`src/rtl/data_worker_arbiter.sv`:
```
// data_worker_arbiter: round-robin owner of one shared data_worker.
// Define DATA_WORKER_ARB_ADDR_CHECK_EN to reject out-of-window addresses.
module data_worker_arbiter #(
  parameter int pNUM_REQ = 4,
  parameter int pAHB_ADDR_WIDTH = 32,
  parameter int pPAYLOAD_SIZE_BITS = 128,
  parameter int pWATCHDOG_CYCLES = 64
`ifdef DATA_WORKER_ARB_ADDR_CHECK_EN
  ,
  parameter logic [pAHB_ADDR_WIDTH-1:0] pADDR_LO = '0,
  parameter logic [pAHB_ADDR_WIDTH-1:0] pADDR_HI =
    pAHB_ADDR_WIDTH'(32'hFFFF)
`endif
) (
  input  logic clk,
  input  logic rst,
  input  logic [pNUM_REQ-1:0] I_req_go,
  input  logic [pNUM_REQ-1:0] I_req_write,
  input  logic [pNUM_REQ*pAHB_ADDR_WIDTH-1:0] I_req_addr,
  input  logic [pNUM_REQ*pPAYLOAD_SIZE_BITS-1:0] I_req_wdata,
  output logic [pNUM_REQ-1:0] O_req_done,
  output logic O_req_err,
  output logic [pPAYLOAD_SIZE_BITS-1:0] O_req_rdata,
  output logic [pNUM_REQ-1:0] O_req_rdata_valid,
  output logic [pNUM_REQ-1:0] O_grant,
  output logic O_wkr_go,
  output logic O_wkr_write,
  output logic [pAHB_ADDR_WIDTH-1:0] O_wkr_addr,
  output logic [pPAYLOAD_SIZE_BITS-1:0] O_wkr_wdata,
  input  logic I_wkr_done,
  input  logic [pPAYLOAD_SIZE_BITS-1:0] I_wkr_rdata,
  input  logic I_wkr_rdata_valid,
  output logic O_wdt_err
);

  localparam int IW = $clog2(pNUM_REQ);
  localparam int CW = $clog2(pWATCHDOG_CYCLES + 1);
  localparam int AW = pAHB_ADDR_WIDTH;
  localparam int PW = pPAYLOAD_SIZE_BITS;

  typedef enum logic [1:0] {IDLE, BUSY, DONE} state_t;

  state_t state, state_nxt;
  logic [IW-1:0] rr_ptr;
  logic [IW-1:0] g_idx;
  logic [CW-1:0] wdt_cnt;
  logic win_found;
  logic [IW-1:0] win_idx;
  logic [IW-1:0] cand;
  logic win_ok;
  logic grant_fire;
  logic rej_fire;
  logic done_fire;
  int j;

  function automatic logic [pNUM_REQ-1:0] onehot(
    input logic [IW-1:0] i
  );
    logic [pNUM_REQ-1:0] r;
    r = '0;
    r[i] = 1'b1;
    return r;
  endfunction

  function automatic logic [IW-1:0] inc_ptr(
    input logic [IW-1:0] i
  );
    return (int'(i) == pNUM_REQ - 1) ? '0 : i + 1'b1;
  endfunction

  // first requesting slot at or after rr_ptr, wrapping
  always_comb begin
    win_found = 1'b0;
    win_idx = '0;
    cand = '0;
    j = 0;
    for (int k = 0; k < pNUM_REQ; k++) begin
      j = int'(rr_ptr) + k;
      if (j >= pNUM_REQ) j = j - pNUM_REQ;
      cand = IW'(j);
      if (!win_found && I_req_go[cand]) begin
        win_found = 1'b1;
        win_idx = cand;
      end
    end
  end

`ifdef DATA_WORKER_ARB_ADDR_CHECK_EN
  logic [AW-1:0] win_addr;
  logic err_q;
  assign win_addr = I_req_addr[win_idx*AW +: AW];
  assign win_ok = (win_addr >= pADDR_LO) && (win_addr <= pADDR_HI);
  assign O_req_err = err_q;
`else
  assign win_ok = 1'b1;
  assign O_req_err = 1'b0;
`endif

  always_ff @(posedge clk) begin
    if (rst) state <= IDLE;
    else     state <= state_nxt;
  end

  always_comb begin
    state_nxt = state;
    unique case (state)
      IDLE: if (win_found) state_nxt = win_ok ? BUSY : DONE;
      BUSY: if (I_wkr_done) state_nxt = DONE;
      DONE: state_nxt = IDLE;
      default: state_nxt = IDLE;
    endcase
  end

  always_comb begin
    grant_fire = (state == IDLE) && win_found && win_ok;
    rej_fire = (state == IDLE) && win_found && !win_ok;
    done_fire = (state == BUSY) && I_wkr_done;
  end

  always_ff @(posedge clk) begin
    if (rst) begin
      rr_ptr <= '0;
      g_idx <= '0;
      wdt_cnt <= '0;
      O_req_done <= '0;
      O_req_rdata <= '0;
      O_req_rdata_valid <= '0;
      O_grant <= '0;
      O_wkr_go <= 1'b0;
      O_wkr_write <= 1'b0;
      O_wkr_addr <= '0;
      O_wkr_wdata <= '0;
      O_wdt_err <= 1'b0;
`ifdef DATA_WORKER_ARB_ADDR_CHECK_EN
      err_q <= 1'b0;
`endif
    end else begin
      O_req_done <= '0;
      O_req_rdata_valid <= '0;
`ifdef DATA_WORKER_ARB_ADDR_CHECK_EN
      err_q <= 1'b0;
      if (rej_fire) begin
        O_req_done <= onehot(win_idx);
        err_q <= 1'b1;
        rr_ptr <= inc_ptr(win_idx);
      end
`endif
      if (grant_fire) begin
        g_idx <= win_idx;
        O_grant <= onehot(win_idx);
        O_wkr_go <= 1'b1;
        O_wkr_write <= I_req_write[win_idx];
        O_wkr_addr <= I_req_addr[win_idx*AW +: AW];
        O_wkr_wdata <= I_req_wdata[win_idx*PW +: PW];
        wdt_cnt <= '0;
      end
      if (done_fire) begin
        O_wkr_go <= 1'b0;
        O_grant <= '0;
        O_req_done <= onehot(g_idx);
        if (!O_wkr_write) begin
          O_req_rdata <= I_wkr_rdata;
          O_req_rdata_valid <= onehot(g_idx) &
            {pNUM_REQ{I_wkr_rdata_valid}};
        end
        rr_ptr <= inc_ptr(g_idx);
        wdt_cnt <= '0;
      end else if (state == BUSY) begin
        if (wdt_cnt != CW'(pWATCHDOG_CYCLES))
          wdt_cnt <= wdt_cnt + 1'b1;
        // flag is sticky; the transfer keeps waiting
        if (wdt_cnt == CW'(pWATCHDOG_CYCLES - 1))
          O_wdt_err <= 1'b1;
      end
    end
  end

  logic unused_ok;
  assign unused_ok = rej_fire;

endmodule

```
`config.mk`:
```
export PLATFORM = sky130hd
export DESIGN_NAME = data_worker_arbiter
export DESIGN_NICKNAME = d
export VERILOG_FILES = /design/src/rtl/data_worker_arbiter.sv
export SDC_FILE = /design/constraint.sdc
export NUM_CORES = 1
export LEC_CHECK = 0
export ABC_AREA = 1
export BUFFER_PORTS_ARGS = -buffer_cell sky130_fd_sc_hd__buf_4
export CAP_MARGIN = 20
export CORE_AREA = 2 2 428 430
export CTS_BUF_LIST = sky130_fd_sc_hd__clkbuf_8
export DETAILED_ROUTE_END_ITERATION = 10
export DIE_AREA = 0 0 430 432
export SLEW_MARGIN = 30
export SYNTH_ARGS = -nofsm -noshare
export SYNTH_HDL_FRONTEND = slang
export SYNTH_SLANG_ARGS = --single-unit
```
`constraint.sdc`:
```
create_clock -name clk -period 2.6 [get_ports clk]
set_input_delay 0.13 -clock clk [delete_from_list [all_inputs] [get_ports clk]]
set_output_delay 0.13 -clock clk [all_outputs]
set_load 0.01 [all_outputs]
```
Yosys cells after proc, flatten, opt, wreduce, memory -nomap -nowiden --
Cells that the tools add are included.
Operators by class: add/sub/neg operators 9, eq/ne operators 6, $lt $le $gt $ge 12, shift operators 2, bitwise operators 3, multiplexer cells 33, reductions and logical operators 17
Operators by type and width (count):
- $shiftx A512 B10 Y128 | 1
- $shiftx A128 B8 Y32 | 1
- $mux W2 | 11
- $mux W7 | 3
- $lt A2 B3 Y1 const B | 6
- $mux W1 | 11
- $bmux W1 S2 | 5
- $ge A3 B3 Y1 const B | 3
- $sub A2 B1 Y2 const B | 4
- $add A7 B1 Y7 const B | 1
- $eq A7 B6 Y1 const B | 1
- $logic_and A1 B1 Y1 | 7
- $ne A7 B7 Y1 const B | 1
- $add A2 B2 Y3 const B | 2
- $and A4 B4 Y4 | 1
- $demux W1 S2 | 2
- $eq A2 B1 Y1 const B | 2
- $ge A2 B1 Y1 const B | 2
- $ne A2 B2 Y1 const B | 2
- $pmux W2 S2 | 1
- $reduce_and A2 Y1 | 2
- $reduce_or A2 Y1 | 2
- $add A2 B1 Y3 const B | 1
- $ge A2 B3 Y1 const B | 1
- other kinds (6) | 9
Word-level totals: logic and storage cells 95, output and inout port bits 304, input port bits 780, flip-flop bits (word level) 316

Depth between registers and ports, before layout --
Gate-level depths: netlist of run 1.
word-level depth 18, gate-level depth with buffers 16

Worst setup path before layout of run 1 --
OpenSTA, ideal clock, no wires.
path kind register to register, start register rr_ptr[0], end register O_wkr_wdata[33], arrival 1.735 ns, clock period less this slack 1.852 ns, data required time 2.483 ns, slack 0.748 ns, stages on the path, launching flop included 16, path through dfxtp_1 -> buf_4 -> nand2_1 -> nand3_1 -> nand2_2 -> nor2_4 -> nand3_2 -> nand3_1 -> nand2_1 -> buf_6 -> nor2_4 -> buf_6 -> buf_6 -> nand3_1 -> nand2_1 -> nor2_1
On the way: word-level cells in the longest chain between the ends 15, elaborated cells between the ends (all ways) 39
RTL lines:
- start, declared | line 44 | logic [IW-1:0] rr_ptr;
- start signal, assigned | line 166 | rr_ptr <= inc_ptr(g_idx);
- parallel branches: the longest is 15 deep, another holds $add A2 B1 Y3
- end signal, assigned | line 154 | O_wkr_wdata <= I_req_wdata[win_idx*PW +: PW];
- end, declared | line 29 | output logic [pPAYLOAD_SIZE_BITS-1:0] O_wkr_wdata,
Parallel ways; which one is timed is not known. The select of a mux whose other input is x is not followed. A chain may end at the register's enable or synchronous reset.

Final worst setup path of run 1 --
start register rr_ptr[1], end register O_wkr_addr[30]
On the way: word-level cells in the longest chain between the ends 15, elaborated cells between the ends (all ways) 39
RTL lines:
- parallel branches: the longest is 15 deep, another holds $add A2 B1 Y3
- end signal, assigned | line 153 | O_wkr_addr <= I_req_addr[win_idx*AW +: AW];
- end, declared | line 28 | output logic [pAHB_ADDR_WIDTH-1:0] O_wkr_addr,
Parallel ways; which one is timed is not known. The select of a mux whose other input is x is not followed.

==> load_flow_metrics.sql, run 1 <==
INSERT INTO impl_metrics (metric_group, metric, value, unit) VALUES
('power_and_ir_drop', 'cellInternalPower', '15.05', 'mW'),
('finish', 'n_fill_cell', '19950', ''),
('power_and_ir_drop', 'power.combinational.fraction', '53.1', '%'),
('worst_setup_path', 'crit_fanout', '25', ''),
('detailed_routing', 'routed_wire_length_per_instance', '19.54', 'um'),
('hold_path', 'worstHoldPathCells', '7', ''),
('yosys', 'warnings_synthesis', '0', ''),
('worst_setup_path', 'critical_path_rt', '3.19', 'ns'),
('floorplanning', 'die_width', '430', 'um'),
('sta', 'setup_total_negative_slack', '0', 'ns'),
('global_route', 'globalRouteTotalUtil', '14.54', '%'),
('floorplanning', 'initial_core_util', '10.20', '%'),
('power_and_ir_drop', 'sequential_share_of_power', '24.6', '%'),
('global_route', 'global_route_wire_length_before_repair', '195.3', 'mm'),
('global_route', 'grt_max_degree', '132', ''),
('yosys', 'syn_nets', '3838', ''),
('yosys', 'synthMuxAreaShare', '0', '%'),
('sta', 'period_minus_slack', '2.446', 'ns'),
('yosys', 'synthesis.instances', '3052', ''),
('clock_network', 'ctsLongestPathBuffers', '3', ''),
('yosys', 'yosys.area_share.adder', '0.4052', '%'),
('global_route', 'antenna_found_initial', '38', ''),
('sta', 'finalHoldViolations', '0', ''),
('sta', 'maxSlewViolCount', '0', ''),
('sta', 'layout_worst_path_cycle_share', '94.09', '%'),
('finish', 'postLayoutCoreUtil', '22.08', '%'),
('finish', 'nNetsFinal', '5754', ''),
('yosys', 'synth_largest_area_cell', 'dfxtp_1', ''),
('floorplanning', 'die_area', '0.1858', 'mm^2'),
('worst_setup_path', 'cp-end-kind', 'flip-flop', ''),
('sta', 'holdWs', '0.1512', 'ns'),
('power_and_ir_drop', 'finalPower', '26.77', 'mW'),
('detailed_routing', 'wl', '145.3', 'mm'),
('place', 'hpwlAfterDp', '109.6', 'mm'),
('power_and_ir_drop', 'power.clock.fraction', '22.3', '%'),
('yosys', 'synth.lib_cells_used.distinct', '31', ''),
('clock_network', 'clock_sink_count', '316', ''),
('power_and_ir_drop', 'power.leakage', '20.00', 'nW'),
('detailed_routing', 'drt_pre_antenna_iters', '7', ''),
('power_and_ir_drop', 'power.density_cell_area', '667.2', 'mW/mm^2'),
('global_route', 'first_global_vias', '27760', ''),
('power_and_ir_drop', 'net_switching_fraction_of_the_power', '43.76', '%'),
('yosys', 'fraction_of_the_yosys_area_taken_by_sequential_cells', '34.15', '%'),
('yosys', 'synth-compound-area-share', '4.282', '%'),
('worst_setup_path', 'r2r_cells', '14', ''),
('hold_path', 'min-delay-path-class', 'in2reg', ''),
('clock_network', 'cts_inserted_buffers', '70', ''),
('clock_network', 'clkSlewWorstSetupHoldPaths', '0.06', 'ns'),
('yosys', 'yosys.area_share.xor_xnor', '0.09455', '%'),
('yosys', 'synthSimpleGateAreaFrac', '46.69', '%'),
('yosys', 'yosys_reg_bits', '316', ''),
('floorplanning', 'design.portCount', '1084', ''),
('worst_setup_path', 'timing.setup.critical_path_class', 'reg2reg', ''),
('outcome', 'run_status', 'complete, no violations', ''),
('worst_setup_path', 'critPathLaunchType', 'flip-flop', ''),
('finish', 'syn2layout_area_growth', '116.5', '%'),
('global_route', 'overflow', '0', ''),
('detailed_routing', 'drt_iter0_markers', '2242', ''),
('job', 'cap_violations', '0', ''),
('detailed_routing', 'routed-via-count', '28090', ''),
('finish', 'final_common_cell', 'buf_4', ''),
('power_and_ir_drop', 'ir_worst_vdd', '0.3830', 'mV'),
('clock_network', 'worst_skew_pair.late_latency', '0.77', 'ns'),
('sta', 'setup_viol', '0', ''),
('power_and_ir_drop', 'switching_power', '11.71', 'mW'),
('clock_network', 'htree_num_levels', '3', ''),
('worst_setup_path', 'critPathArrivalTime', '3.04', 'ns'),
('detailed_routing', 'antenna_viol_nets_final', '0', ''),
('clock_network', 'cts_tree', 'built', ''),
('yosys', 'mappedNetlistArea', '0.01853', 'mm^2'),
('place', 'post-place-cells', '6434', '');
==> critical path, cell delays in order (launching register included) <==
cell     delay [ns]
dfxtp_2        0.33
buf_4          0.14
nand2_1        0.07
nand2_2        0.09
nand2_1        0.06
o21ai_1        0.08
buf_4          0.15
nand3_4        0.10
nand3_1        0.13
nand2_4        0.18
nand2_8        0.15
buf_12         0.23
buf_12         0.16
nor3b_1        0.26
nor2_1         0.06
==> final timing paths <==
check               from              to  slack (ns)
min          I_req_go[1]      O_grant[1]        0.15
max reg2reg    rr_ptr[1]  O_wkr_addr[30]        0.15
max            rr_ptr[1]  O_wkr_addr[30]        0.15
min reg2reg   O_grant[1]      O_grant[1]        0.48
==> power groups by stage <==
| stage | Sequential [mW] | Clock (mW) | Combinational [mW] |
|---|---|---|---|
| 2_1_floorplan | 6.91 | 0 | 5.55 |
| 3_3_place_gp | 6.61 | 0 | 12.5 |
| 3_5_place_dp | 6.64 | 0 | 12.5 |
| 4_1_cts | 6.56 | 6.25 | 13.7 |
| 5_1_grt | 6.67 | 6.44 | 15.3 |
| 6_report | 6.59 | 5.97 | 14.2 |
==> cell type report <==
class	count	area [um^2]	area share [%]
multi-input combinational	2129	9697	24.17
sequential	316	6331	15.78
inverter	398	1513	3.771
timing repair buffer	2053	18080	45.07
tap	2385	2984	7.439
clock buffer	85	1170	2.916
clock inverter	40	270.3	0.6737
antenna	29	72.57	0.1809
==> flip-flops by register name (all words and copies together), names as in the netlist, 2 cells and up <==
name               cells
O_req_rdata          128
O_grant                4
g_idx                  2
O_wkr_wdata          128
state                  2
wdt_cnt                7
O_req_done             4
O_req_rdata_valid      4
rr_ptr                 2
O_wkr_addr            32
==> cells in the mapped netlist, drive strengths merged <==
master and n:
nor2 784, nand2 632, inv 398, nand3 378, dfxtp 316, o21ai 133, buf 131, nor3b 93
clkbuf 79, nand3b 69, a21oi 15, nor3 7, ha 6, a211oi 3, a31oi 1, conb 1
nand4 1, o211ai 1, o31ai 1, o32ai 1, xnor2 1, xor2 1
==> stage by stage <==
stage | worst slack (ns) | area, um^2
floorplan | 0.7476 | 18530
global placement | -0.06288 | 29880
detailed placement | -0.06040 | 29880
CTS | 0.07097 | 39630
global route | -0.004162 | 40090
finish | 0.1537 | 40120
==> metal layers <==
| metal | routed length, um | vias to the layer above | track usage [%] |
|---|---|---|---|
| met1 | 57030 | 13090 | 17.11 |
| met2 | 67260 | 1445 | 23.72 |
| met3 | 15110 | 321 | 5.629 |
| li1 | - | 13230 | - |
| met5 | 41 | - | 0 |
| met4 | 5853 | 6 | 5.605 |
==> logic make-up after synthesis <==
| group | after synthesis |
|---|---|
| other | 1 |
| adders and majority gates | 6 |
| DFF | 316 |
| and+or+nand+nor | 1964 |
| AOI/OAI and AO/OA | 155 |
| buffers and inverters | 608 |
| xor gates and xnor gates | 2 |
==> repair_timing <==
action	CTS	global route
resized for setup	4	33
setup endpoints to repair	12	86
hold endpoints to repair	303	0
cloned	0	6
hold buffers	829	0
pin swaps	0	5
buffers inserted	0	13
Power figures use the tool's default switching activity.
==> run 2, diff against run 1 <==
--- a/config.mk
+++ b/config.mk
@@ -8,10 +8,10 @@
 export ABC_AREA = 1
 export BUFFER_PORTS_ARGS = -buffer_cell sky130_fd_sc_hd__buf_4
 export CAP_MARGIN = 20
-export CORE_AREA = 2 2 428 430
+export CORE_AREA = 2 2 424 426
 export CTS_BUF_LIST = sky130_fd_sc_hd__clkbuf_8
 export DETAILED_ROUTE_END_ITERATION = 10
-export DIE_AREA = 0 0 430 432
+export DIE_AREA = 0 0 426 428
 export SLEW_MARGIN = 30
 export SYNTH_ARGS = -nofsm -noshare
 export SYNTH_HDL_FRONTEND = slang
==> run 2 against run 1 <==
Global-route usage up 0.65 points. Setup slack lost 0.052 ns. Via count is 0.96% higher. Maximum frequency shrank 2.1%. Non-clock buffer count shrank 25. Flip-flop and latch count unchanged. Largest power group unchanged.
==> load_flow_metrics.sql, run 2 (synthesized netlist as in run 1, its figures left out) <==
INSERT INTO impl_metrics (metric_group, metric, value, unit) VALUES
('sta', 'setup_total_negative_slack', '0', 'ns'),
('global_route', 'grt_busiest_layer', 'met2', ''),
('sta', 'timing_worst_slew_pin_value', '0.5994', 'ns'),
('floorplanning', 'core-area', '0.1776', 'mm^2'),
('finish', 'final_common_cell', 'buf_4', ''),
('sta', 'layout_worst_path_cycle_share', '96.07', '%'),
('global_route', 'grt_max_degree', '137', ''),
('sta', 'holdWs', '0.1471', 'ns'),
('clock_network', 'worst_skew_pair.late_latency', '0.79', 'ns'),
('sta', 'worst_clock_skew', '0.05375', 'ns'),
('worst_setup_path', 'timing.critical_path.depth', '14', ''),
('worst_setup_path', 'path_delay_family', 'simple AND/OR/NAND/NOR gates', ''),
('power_and_ir_drop', 'switching_power', '11.85', 'mW'),
('worst_setup_path', 'cp_slowest_stage_delay', '0.40', 'ns'),
('detailed_routing', 'drt_iter0_markers', '2130', ''),
('worst_setup_path', 'cp-end-kind', 'flip-flop', ''),
('detailed_routing', 'antenna_viol_nets_final', '0', ''),
('sta', 'unrepaired_setup_endpoints_after_global_routing', 'no', ''),
('worst_setup_path', 'r2r_cells', '14', ''),
('power_and_ir_drop', 'power.combinational.fraction', '52.3', '%'),
('worst_setup_path', 'worstPathBufferInverterCount', '3', ''),
('power_and_ir_drop', 'power.leakage', '19.81', 'nW'),
('clock_network', 'clock_sink_count', '316', ''),
('sta', 'setup_ws_final', '0.1021', 'ns'),
('worst_setup_path', 'critPathArrivalTime', '3.17', 'ns'),
('floorplanning', 'die_h', '428', 'um'),
('sta', 'maxSlewViolCount', '0', ''),
('finish', 'post_route_cells_drive_above_1_share', '27.64', '%'),
('sta', 'finalHoldViolations', '0', ''),
('detailed_routing', 'routed_wire_length_per_instance', '20.23', 'um'),
('clock_network', 'cts_tree', 'built', ''),
('detailed_routing', 'wl', '149.2', 'mm'),
('clock_network', 'root_buffer', 'clkbuf_8', ''),
('clock_network', 'ctsLongestPathBuffers', '3', ''),
('worst_setup_path', 'slowest_cp_cell', 'dfxtp_2', ''),
('sta', 'period_minus_slack', '2.498', 'ns'),
('hold_path', 'min-delay-path-class', 'in2reg', ''),
('worst_setup_path', 'crit_fanout', '53', ''),
('detailed_routing', 'drt_pre_antenna_iters', '5', ''),
('clock_network', 'htree_num_levels', '3', ''),
('power_and_ir_drop', 'power.density_cell_area', '674.1', 'mW/mm^2'),
('finish', 'postLayoutCoreUtil', '22.41', '%'),
('global_route', 'global_route.usage.met1', '17.20', '%'),
('power_and_ir_drop', 'power.clock.fraction', '23.0', '%'),
('sta', 'max_freq', '400.3', 'MHz'),
('global_route', 'globalRouteMet2Util', '25.15', '%'),
('global_route', 'overflow', '0', ''),
('place', 'post-place-ws', '-0.07466', 'ns'),
('worst_setup_path', 'crit_path_cell_trace', 'buf_4 -> nand2_1 -> nand2_1 -> nand2_1 -> nand2_1 -> nor2_1 -> nor2_1 -> nand2_4 -> nand2_8 -> buf_4 -> buf_12 -> nor2_1 -> nor3b_1 -> nor2_1', ''),
('global_route', 'antenna_found_initial', '37', ''),
('finish', 'nNetsFinal', '5731', ''),
('power_and_ir_drop', 'cellInternalPower', '14.98', 'mW'),
('power_and_ir_drop', 'ir_worst_vdd', '0.3646', 'mV'),
('clock_network', 'clkSlewWorstSetupHoldPaths', '0.06', 'ns'),
('detailed_routing', 'routed-via-count', '28360', ''),
('place', 'hpwlAfterDp', '111.5', 'mm'),
('sta', 'max_slew_margin_vs_limit', '60.04', '%'),
('place', 'placement.io_buffers', '1082', ''),
('detailed_routing', 'route.detailed.vias_per_inst', '3.844', ''),
('clock_network', 'cts_inserted_buffers', '72', ''),
('worst_setup_path', 'critPathLaunchType', 'flip-flop', ''),
('floorplanning', 'design.portCount', '1084', ''),
('finish', 'largest_registers', 'O_req_rdata x128, O_wkr_wdata x128, O_wkr_addr x32', ''),
('worst_setup_path', 'cp-startpoint', 'rr_ptr[0]', ''),
('worst_setup_path', 'critical_path_rt', '3.27', 'ns'),
('outcome', 'run_status', 'complete, no violations', ''),
('floorplanning', 'placement_rows', '155', ''),
('finish', 'syn2layout_area_growth', '114.9', '%'),
('place', 'gpl.final_weighted_congestion', '0.9813', ''),
('power_and_ir_drop', 'net_switching_fraction_of_the_power', '44.18', '%'),
('detailed_routing', 'drc_markers', '0', ''),
('worst_setup_path', 'capture_point_of_the_worst_path', 'O_wkr_wdata[47]', ''),
('worst_setup_path', 'worst_r2r_endpoint', 'O_wkr_wdata[47]', ''),
('floorplanning', 'die_area', '0.1823', 'mm^2'),
('worst_setup_path', 'timing.reg2reg.setup_slack', '0.10', 'ns'),
('job', 'cap_violations', '0', ''),
('floorplanning', 'initial_core_util', '10.43', '%'),
('worst_setup_path', 'rr_startpoint', 'rr_ptr[0]', ''),
('global_route', 'first_global_vias', '28790', ''),
('global_route', 'grt_use_met3', '5.698', '%'),
('sta', 'setup_viol', '0', ''),
('global_route', 'global_route_wire_length_before_repair', '200.4', 'mm'),
('finish', 'most-common-layout-cells', 'buf_4, dlygate4sd3_1, nor2_1, nand2_1, inv_1', ''),
('global_route', 'globalRouteTotalUtil', '15.19', '%'),
('worst_setup_path', 'timing.setup.critical_path_class', 'reg2reg', ''),
('floorplanning', 'die_width', '426', 'um'),
('power_and_ir_drop', 'sequential_share_of_power', '24.7', '%'),
('power_and_ir_drop', 'finalPower', '26.83', 'mW');
==> run 2: per-layer routing <==
| metal | wire length [um] | vias to the layer above | part of all wire (%) |
|---|---|---|---|
| met5 | 71 | - | 0.048 |
| met4 | 6747 | 12 | 4.5 |
| met3 | 14800 | 391 | 9.9 |
| met2 | 70180 | 1536 | 47 |
| met1 | 57430 | 13250 | 38 |
| li1 | - | 13180 | - |
==> run 2: power groups by stage <==
| stage | logic, mW | clock network [mW] | registers [mW] |
|---|---|---|---|
| after floorplan | 5.55 | 0 | 6.91 |
| after global placement | 12.3 | 0 | 6.68 |
| after detailed placement | 12.4 | 0 | 6.69 |
| after CTS | 13.5 | 6.45 | 6.61 |
| after global routing | 15.2 | 6.62 | 6.71 |
| final | 14.0 | 6.17 | 6.62 |
==> run 2: cell type report <==
class | instances | area [um^2]
fill | 19620 | 137800
tap | 2355 | 2947
inverter | 398 | 1520
clock inverter | 38 | 274.0
antenna | 26 | 65.06
clock buffer | 88 | 1211
sequential | 316 | 6329
multi-input combinational | 2129 | 9659
timing repair buffer | 2028 | 17800
==> run 2: metrics by stage <==
step	cells	area, um^2
2_1_floorplan	3052	18530
3_5_place_dp	6393	29700
6_report	7378	39810
4_1_cts	7333	39340
5_1_grt	7373	39790
3_3_place_gp	6393	29700
==> run 2: worst min-delay path by stage <==
stage	cells past startpoint	start	slack, ns	to
final	4	I_wkr_rdata[103]	0.15	O_req_rdata[103]
after global routing	4	I_wkr_rdata[13]	0.03	O_req_rdata[13]
after CTS	4	I_wkr_rdata[103]	0.0001	O_req_rdata[103]
after detailed placement	3	I_wkr_rdata[13]	0.36	O_req_rdata[13]
after global placement	3	I_wkr_rdata[68]	0.35	O_req_rdata[68]
after floorplan	2	I_wkr_rdata[0]	0.26	O_req_rdata[0]
==> run 2: repair_timing <==
action,in CTS,in global routing
hold endpoints to repair,302,0
setup endpoints to repair,7,78
hold buffers,814,0
setup buffers,0,12
resized for setup,3,24
cloned,0,7
pin swaps,0,3
==> run 2: tightest hold or removal path: cells and delay by family <==
kind                   cells  cell delay (ns)
buffers and inverters      2             0.64
and+or+nand+nor            2             0.14
